**config.mk**
```make
export PLATFORM = sky130hd
export DESIGN_NAME = moore_seq_detector_param
export DESIGN_NICKNAME = d
export VERILOG_FILES = /design/src/rtl/seq_det_pkg.sv /design/src/rtl/seq_det_match_counter.sv /design/src/rtl/moore_seq_detector_param.sv
export SDC_FILE = /design/constraint.sdc
export NUM_CORES = 1
export LEC_CHECK = 0
export CAP_MARGIN = 20
export CORE_MARGIN = 1
export CORE_UTILIZATION = 30
export CTS_BUF_LIST = sky130_fd_sc_hd__clkbuf_4
export DETAILED_ROUTE_END_ITERATION = 10
export PLACE_DENSITY = 0.58
export SYNTH_ARGS = -nofsm -noshare
export SYNTH_HDL_FRONTEND = slang
export SYNTH_SLANG_ARGS = --single-unit
```
**constraint.sdc**
```tcl
create_clock -name clk -period 2.6 [get_ports clk]
set_clock_uncertainty 0.1 [all_clocks]
set_input_delay 0.26 -clock clk [delete_from_list [all_inputs] [get_ports clk]]
set_output_delay 0.26 -clock clk [all_outputs]
set_load 0.1 [all_outputs]
```
**src/rtl/seq_det_pkg.sv**
```systemverilog
// rtl/seq_det_pkg.sv - elaboration-time helpers for the parametrised Moore sequence detector
`ifndef SEQ_DET_SW
`define SEQ_DET_SW(len) (seq_det_pkg::clog2((len) + 1))
`endif

package seq_det_pkg;

  localparam int MAX_LEN = 16;
  localparam int MAX_SW  = 5;

  function automatic int clog2(input int v);
    int r;
    r = 0;
    while ((1 << r) < v) r = r + 1;
    return r;
  endfunction

  // Longest proper prefix of the pattern that is also a suffix of it.
  function automatic int border(input logic [MAX_LEN-1:0] pattern, input int len);
    int p;
    int res;
    p   = {16'b0, pattern};
    res = 0;
    for (int b = len - 1; b >= 1; b--) begin
      if (res == 0 && (p >> (len - b)) == (p & ((1 << b) - 1))) res = b;
    end
    return res;
  endfunction

  // KMP transition: longest prefix that is a suffix of (prefix_k, b); k > len maps to S0.
  function automatic logic [MAX_SW-1:0] next_state(input logic [MAX_LEN-1:0] pattern,
                                                   input int len, input int k,
                                                   input logic b, input logic overlap);
    int p;
    int kk;
    int h;
    int res;
    p   = {16'b0, pattern};
    res = 0;
    kk  = 0;
    if (k <= len) begin
      if (k < len) kk = k;
      else if (overlap) kk = border(pattern, len);
      else kk = 0;
      h = ((p >> (len - kk)) << 1) | {31'b0, b};
      for (int m = kk + 1; m >= 1; m--) begin
        if (res == 0 && m <= len && (h & ((1 << m) - 1)) == (p >> (len - m))) res = m;
      end
    end
    return MAX_SW'(res);
  endfunction

endpackage

```
**src/rtl/seq_det_match_counter.sv**
```systemverilog
// rtl/seq_det_match_counter.sv - saturating match counter with synchronous clear
module seq_det_match_counter #(
  parameter int CNT_W = 8
) (
  input  logic             clk,
  input  logic             rst,
  input  logic             inc,
  input  logic             clr,
  output logic [CNT_W-1:0] count,
  output logic             sat
);

  logic [CNT_W-1:0] r_count;

  assign count = r_count;
  assign sat   = &r_count;

  // Clear wins over a coincident increment.
  always_ff @(posedge clk or posedge rst) begin
    if (rst) begin
      r_count <= '0;
    end else if (clr) begin
      r_count <= '0;
    end else if (inc && !sat) begin
      r_count <= r_count + CNT_W'(1);
    end
  end

endmodule

```
**src/rtl/moore_seq_detector_param.sv**
```systemverilog
// rtl/moore_seq_detector_param.sv - Moore serial-pattern detector with KMP fallback table
module moore_seq_detector_param
  import seq_det_pkg::*;
#(
  parameter int                 PAT_LEN = 5,
  parameter logic [PAT_LEN-1:0] PATTERN = 5'b10010,
  parameter bit                 OVERLAP = 1'b1,
  parameter int                 CNT_W   = 8,
  localparam int                SW      = clog2(PAT_LEN + 1)
) (
  input  logic             clk,
  input  logic             rst,
  input  logic             en,
  input  logic             j,
  input  logic             clr_cnt,
  output logic             found,
  output logic [SW-1:0]    state,
  output logic [CNT_W-1:0] count,
  output logic             sat
);

  localparam int            TBL  = 2 ** (SW + 1);
  localparam logic [SW-1:0] FULL = SW'(PAT_LEN);

  logic [SW-1:0] w_table [TBL];
  logic [SW-1:0] r_state;
  logic [SW-1:0] w_next;
  logic          w_inc;

  // Table indexed by {state, j}; unused encodings above PAT_LEN resolve to S0.
  for (genvar g = 0; g < TBL; g++) begin : g_tbl
    localparam logic [MAX_SW-1:0] NS =
      next_state(MAX_LEN'(PATTERN), PAT_LEN, g / 2, (g % 2) == 1, OVERLAP);
    assign w_table[g] = NS[SW-1:0];
  end

  always_comb begin
    w_next = w_table[{r_state, j}];
    w_inc  = en && (w_next == FULL);
  end

  always_ff @(posedge clk or posedge rst) begin
    if (rst) begin
      r_state <= '0;
    end else if (en) begin
      r_state <= w_next;
    end
  end

  assign state = r_state;
  assign found = (r_state == FULL);

  seq_det_match_counter #(
    .CNT_W (CNT_W)
  ) u_counter (
    .clk   (clk),
    .rst   (rst),
    .inc   (w_inc),
    .clr   (clr_cnt),
    .count (count),
    .sat   (sat)
  );

endmodule

```
==> impl_metrics.toml, run 1 <==
[outcome]
outcome = "completed"

[power_and_ir_drop]
p_int_mw = 0.2890
power_density_nw_per_um2 = 528.6
vdd_drop_max_uv = 246.3
pwr-share-clk_pct = 27.6
power.total_mw = 0.4683
p_switching_mw = 0.1793
leakagePower_nw = 0.3650
seqPwrFrac_pct = 43.2
switching_share_pct = 38.28
p_comb_share_pct = 29.2

[layout]
layout_commonest_cell = "buf_4"
fin_util_pct = 43.38
ff_latch_area_um2 = 275.3
layout_common_cells = "buf_4 (13), dfrtp_1 (11), nor2_1 (9)"
drive_gt1_share_pct = 34.57
fill_cells = 209
num-nets-final = 88
multiInputGateArea_um2 = 381.6
area_growth_pct = 31.60
antenna_cells = 0

[route]
dr.first_iter.drc_count = 9
wl_mm = 1.386
drt-pass1-iter-count = 4
drc = 0
wl_per_cell_um = 12.83
vias_per_cell = 4.824
antenna_left = 0
vias = 521

[critical_path]
rr_endpoint = "u_counter.count[6]$_DFFE_PP0P_"
r2r-start = "u_counter.count[0]$_DFFE_PP0P_"
ff2ff_path_depth = 5
arrival_ps = 1700
worstSetupStartpointType = "flop"
cp-end-kind = "output pin"
slowest_stage = "dfrtp_1"
path_max_fanout = 6
cpPeakStageDelay_ps = 410
worstPathCellList = "ha_1, and3_1, and2_2, buf_12"
reg2reg_slack_ps = 570
path_class = "flop to output pin"
worstPathRequired_ps = 2240

[logic_synthesis]
yosysSeqAreaShare_pct = 40.89
netlist_area_um2 = 673.1
syn_inst = 61
synth_cell_types = 33
synthesis.nets = 67
synth_warnings = 0
synth_seq_cells = 11
avgSynthCellArea_um2 = 11.04

[sta]
tightestPinTransition_ps = 431.9
slew_violations = 0
holdWs_ps = 199.0
fin_ws_ps = 543.3
hold_violations = 0
setup_viol = 0
relSlewSlack_pct = 71.18
timing.fmax_mhz = 486.2
period_share_pct = 79.10
post-route-min-period_ps = 2057
rsz0062_at_grt = "no"

[grt]
grt_pass1_wl_mm = 2.283
grt.met1_usage_pct = 17.66
use_met3_pct = 2.804
first_global_vias = 490
busiest_layer = "met1"
grt_overflow = 0
grt_max_degree = 12
grt_use_total_pct = 12.40
antenna_found_initial = 0
use_met2_pct = 17.58

[clocking]
cts_sinks = 11
cts_hold_repair.buffers = 0
clk_pin_slew_ps = 80
ctsRootBufferMaster = "clkbuf_4"
numCtsBuffers = 3
clock_path_buffers = 2
insertion_delay_ps = 260
htreeDepth = 1
cts_resized = 0
post_cts_buffers = 0
cts_tree = "built"

[floorplanning]
die_h_um = 49.37
dieArea_um2 = 2437
die_x_um = 49.37
pin_count = 18
core_area_um2 = 2042
fp-row-count = 16
start_util_pct = 32.97

[flow_run]
maxCapViolations = 0

[placed_design]
pre_cts_slack_ps = 496.1
portBuffers = 17
gp_congestion = 0.7182
dpl.hpwl_mm = 1.037

[min_path]
min_path_type = "input pin to async pin"
-- worst max-delay path by stage --
| stage | cells past startpoint | from | end |
|---|---|---|---|
| 2_1_floorplan | 1 | state[2]$_DFFE_PP0P_ | found |
| 3_3_place_gp | 5 | en | u_counter.count[6]$_DFFE_PP0P_ |
| 3_5_place_dp | 5 | en | u_counter.count[6]$_DFFE_PP0P_ |
| 4_1_cts | 4 | u_counter.count[0]$_DFFE_PP0P_ | sat |
| 5_1_grt | 4 | u_counter.count[0]$_DFFE_PP0P_ | sat |
| 6_report | 4 | u_counter.count[0]$_DFFE_PP0P_ | sat |
-- critical path, delay by kind of cell (launching register included) --
kind                     cells  cell delay [ps]
buffers and inverters        1              170
adder cells (fa/ha/maj)      1              240
flip-flops                   1              410
AND/OR/NAND/NOR              2              610
-- per-layer routing --
metal  vias up  share of wire [%]
met2         5                 47
met1       247                 51
met3         2                1.7
met5         -                  0
li1        267                  -
met4         0               0.65
-- metrics by stage --
| step | cell area [µm²] | setup TNS, ps | std cells |
|---|---|---|---|
| floorplan | 679.4 | -159.1 | 61 |
| global placement | 855.8 | 0 | 104 |
| detailed placement | 855.8 | 0 | 104 |
| CTS | 885.9 | 0 | 108 |
| global route | 885.9 | 0 | 108 |
| finish | 885.9 | 0 | 108 |
-- power groups by stage --
stage | logic, mW | clock network [mW] | registers (mW)
4_1_cts | 0.137 | 0.132 | 0.202
2_1_floorplan | 0.0525 | 0 | 0.262
5_1_grt | 0.141 | 0.142 | 0.205
3_5_place_dp | 0.137 | 0 | 0.206
6_report | 0.137 | 0.129 | 0.202
3_3_place_gp | 0.137 | 0 | 0.206
-- synthesized netlist by cell type --
cell type,number,area [µm²]
inv_1,2,7.510
nand3_2,1,10.01
mux2i_1,1,10.01
nand4_1,1,6.260
buf_6,1,11.26
a211oi_1,1,7.510
a2111oi_2,2,30.03
buf_1,1,3.750
nand2_1,3,11.26
nor3b_1,1,7.510
nand4bb_1,1,11.26
nor2_1,9,33.78
and3_1,1,6.260
and4_1,1,8.760
nand4b_1,1,8.760
nand3_1,1,5.000
mux2_4,1,15.01
a211oi_4,1,20.02
a21bo_1,1,10.01
nand3b_1,1,7.510
o311ai_1,1,8.760
o31ai_1,2,15.01
ha_1,1,12.51
dfrtp_1,11,275.3
nor4b_2,1,15.01
xnor2_1,5,43.79
nor2b_1,1,6.260
a32o_2,1,11.26
a21oi_1,1,5.000
o21ai_0,2,10.01
nand4bb_4,1,27.53
and2_1,1,6.260
o21ai_1,1,5.000
-- area by class of cell --
cell class / instances / area share (%)
clock buffer: 4 / 3.390
sequential: 11 / 31.07
timing repair buffer: 18 / 17.80
tap: 27 / 3.814
multi-input combinational: 46 / 43.08
inverter: 2 / 0.8475
-- state kept, by name (all words and copies together) (netlist names) --
| name | flops |
|---|---|
| u_counter.count | 8 |
| state | 3 |
-- kinds of logic (layout without fill, tap and decap cells) --
kind of cell	after synthesis	after routing	share of synthesized area, %
simple gates	25	25	25.47
compound gates	13	13	18.21
flops	11	11	40.89
xor+xnor	5	5	6.505
buf+inv	4	24	3.345
mux	2	2	3.717
fa+ha+maj	1	1	1.858
Power figures use the tool's default switching activity.
==> run 2: changes to the inputs <==
--- a/config.mk
+++ b/config.mk
@@ -10,7 +10,7 @@
 export CORE_UTILIZATION = 30
 export CTS_BUF_LIST = sky130_fd_sc_hd__clkbuf_4
 export DETAILED_ROUTE_END_ITERATION = 10
-export PLACE_DENSITY = 0.58
+export PLACE_DENSITY = 0.6
 export SYNTH_ARGS = -nofsm -noshare
 export SYNTH_HDL_FRONTEND = slang
 export SYNTH_SLANG_ARGS = --single-unit
==> constraint.sdc (replaced) <==
create_clock -name clk -period 1.8 [get_ports clk]
set_clock_uncertainty 0.1 [all_clocks]
set_input_delay 0.18 -clock clk [delete_from_list [all_inputs] [get_ports clk]]
set_output_delay 0.18 -clock clk [all_outputs]
set_load 0.1 [all_outputs]
==> run 2 against run 1 <==
- first-iteration DRC count down 11%
- critical path depth rose by 1
- die area stayed put
- setup slack got worse by 530 ps
- sequential share of layout area is 5.6 points lower
- cell area grew 32%
==> impl_metrics.toml, run 2 (same netlist as run 1, synthesis figures left out) <==
[outcome]
outcome = "completed"

[power_and_ir_drop]
pwr-share-clk_pct = 25.5
power.total_mw = 0.7646
leakagePower_nw = 0.4310
p_comb_share_pct = 37.1
p_int_mw = 0.4779
p_switching_mw = 0.2867
power_density_nw_per_um2 = 651.5
vdd_drop_max_uv = 362.8
switching_share_pct = 37.49
seqPwrFrac_pct = 37.3

[route]
vias_per_cell = 5.198
wl_per_cell_um = 14.33
antenna_left = 0
dr.first_iter.drc_count = 8
drt-pass1-iter-count = 6
wl_mm = 1.662
vias = 603
drc = 0

[placed_design]
gp_congestion = 0.7068
dpl.hpwl_mm = 1.240
portBuffers = 17

[grt]
antenna_found_initial = 0
first_global_vias = 590
grt_overflow = 0
grt_use_total_pct = 14.37
grt_max_degree = 12
grt_pass1_wl_mm = 2.615

[layout]
multiInputGateArea_um2 = 429.2
antenna_cells = 0
layout_commonest_cell = "buf_12"
drive_gt1_share_pct = 56.18
area_growth_pct = 74.35
largest_register_ffs = 8
num-nets-final = 96
layout_common_cells = "buf_12 (13), nor2_1 (9), buf_4 (8)"
fill_cells = 182
ff_latch_area_um2 = 299.0

[clocking]
ctsRootBufferMaster = "clkbuf_4"
cts_tree = "built"
htreeDepth = 1
numCtsBuffers = 3
clock_path_buffers = 2
cts_sinks = 11
insertion_delay_ps = 270
clk_pin_slew_ps = 80

[sta]
slew_violations = 0
setup_viol = 0
tns_ps = 0
timing.fmax_mhz = 560.5
hold_violations = 0
tightestPinTransition_ps = 446.2
relSlewSlack_pct = 70.22
rsz0062_at_grt = "yes"
post-route-min-period_ps = 1784
period_share_pct = 99.11

[floorplanning]
fp-row-count = 16
core_area_um2 = 2042
die_h_um = 49.37
pin_count = 18
die_x_um = 49.37
dieArea_um2 = 2437
start_util_pct = 32.97

[min_path]
min_path_type = "input pin to async pin"

[critical_path]
cp-end-kind = "flop"
path_class = "flop to flop"
arrival_ps = 1840
path_max_fanout = 5
worstSetupStartpointType = "flop"
worstPathRequired_ps = 1860

[flow_run]
maxCapViolations = 0
-- run 2: layout make-up --
class                      instances  share of cell area, %
clock buffer                       4                  2.559
tap                               27                  2.878
sequential                        11                  25.48
timing repair buffer              26                  31.88
multi-input combinational         46                  36.57
inverter                           2                 0.6397
-- run 2: final timing paths --
check | start | slack, ps | endpoint | cells after the start
setup / recovery | u_counter.count[1]$_DFFE_PP0P_ | 20 | u_counter.count[6]$_DFFE_PP0P_ | 5
min in group clk | en | 230 | state[2]$_DFFE_PP0P_ | 3
max in group asynchronous | rst | 1150 | state[1]$_DFFE_PP0P_ | 2
hold reg to reg | u_counter.count[7]$_DFFE_PP0P_ | 500 | u_counter.count[7]$_DFFE_PP0P_ | 2
hold / removal | rst | 100 | u_counter.count[0]$_DFFE_PP0P_ | 2
setup reg to reg | u_counter.count[1]$_DFFE_PP0P_ | 20 | u_counter.count[6]$_DFFE_PP0P_ | 5
-- run 2: what timing repair did --
action	CTS	global route
pin swaps	0	1
setup buffers	1	0
setup endpoints to repair	1	4
gates resized for setup	1	5
hold buffers	0	0
-- run 2: metal layers --
metal,up-vias,GRT usage (%),routed length [µm]
li1,285,-,-
met1,301,16.54,716
met2,15,24.66,885
met3,2,2.804,44
met4,0,8.095,14
met5,-,0,0
-- run 2: critical path, cell delays in order, from the launching register on --
cell and delay [ps]:
dfrtp_4 500, ha_4 180, and3_4 220, a211oi_4 270, nand3_2 110, mux2_4 300
-- run 2: power groups by stage --
stage	registers [mW]	clock network (mW)	logic [mW]
floorplan	0.389	0	0.0803
global placement	0.289	0	0.281
detailed placement	0.291	0	0.284
CTS	0.286	0.197	0.285
global route	0.289	0.203	0.294
finish	0.285	0.195	0.284
-- run 2: through the flow --
step	hold slack, ps	util (%)	instance area (µm²)	cells	setup slack, ps
after floorplan	-67.94	-	726.9	61	-199.3
after global placement	412.4	54.17	1106	111	-96.53
after detailed placement	416.8	54.17	1106	111	-177.2
after CTS	117.2	56.07	1145	116	3.045
after global routing	157.3	57.48	1174	116	-11.64
final	99.72	57.48	1174	116	16.01
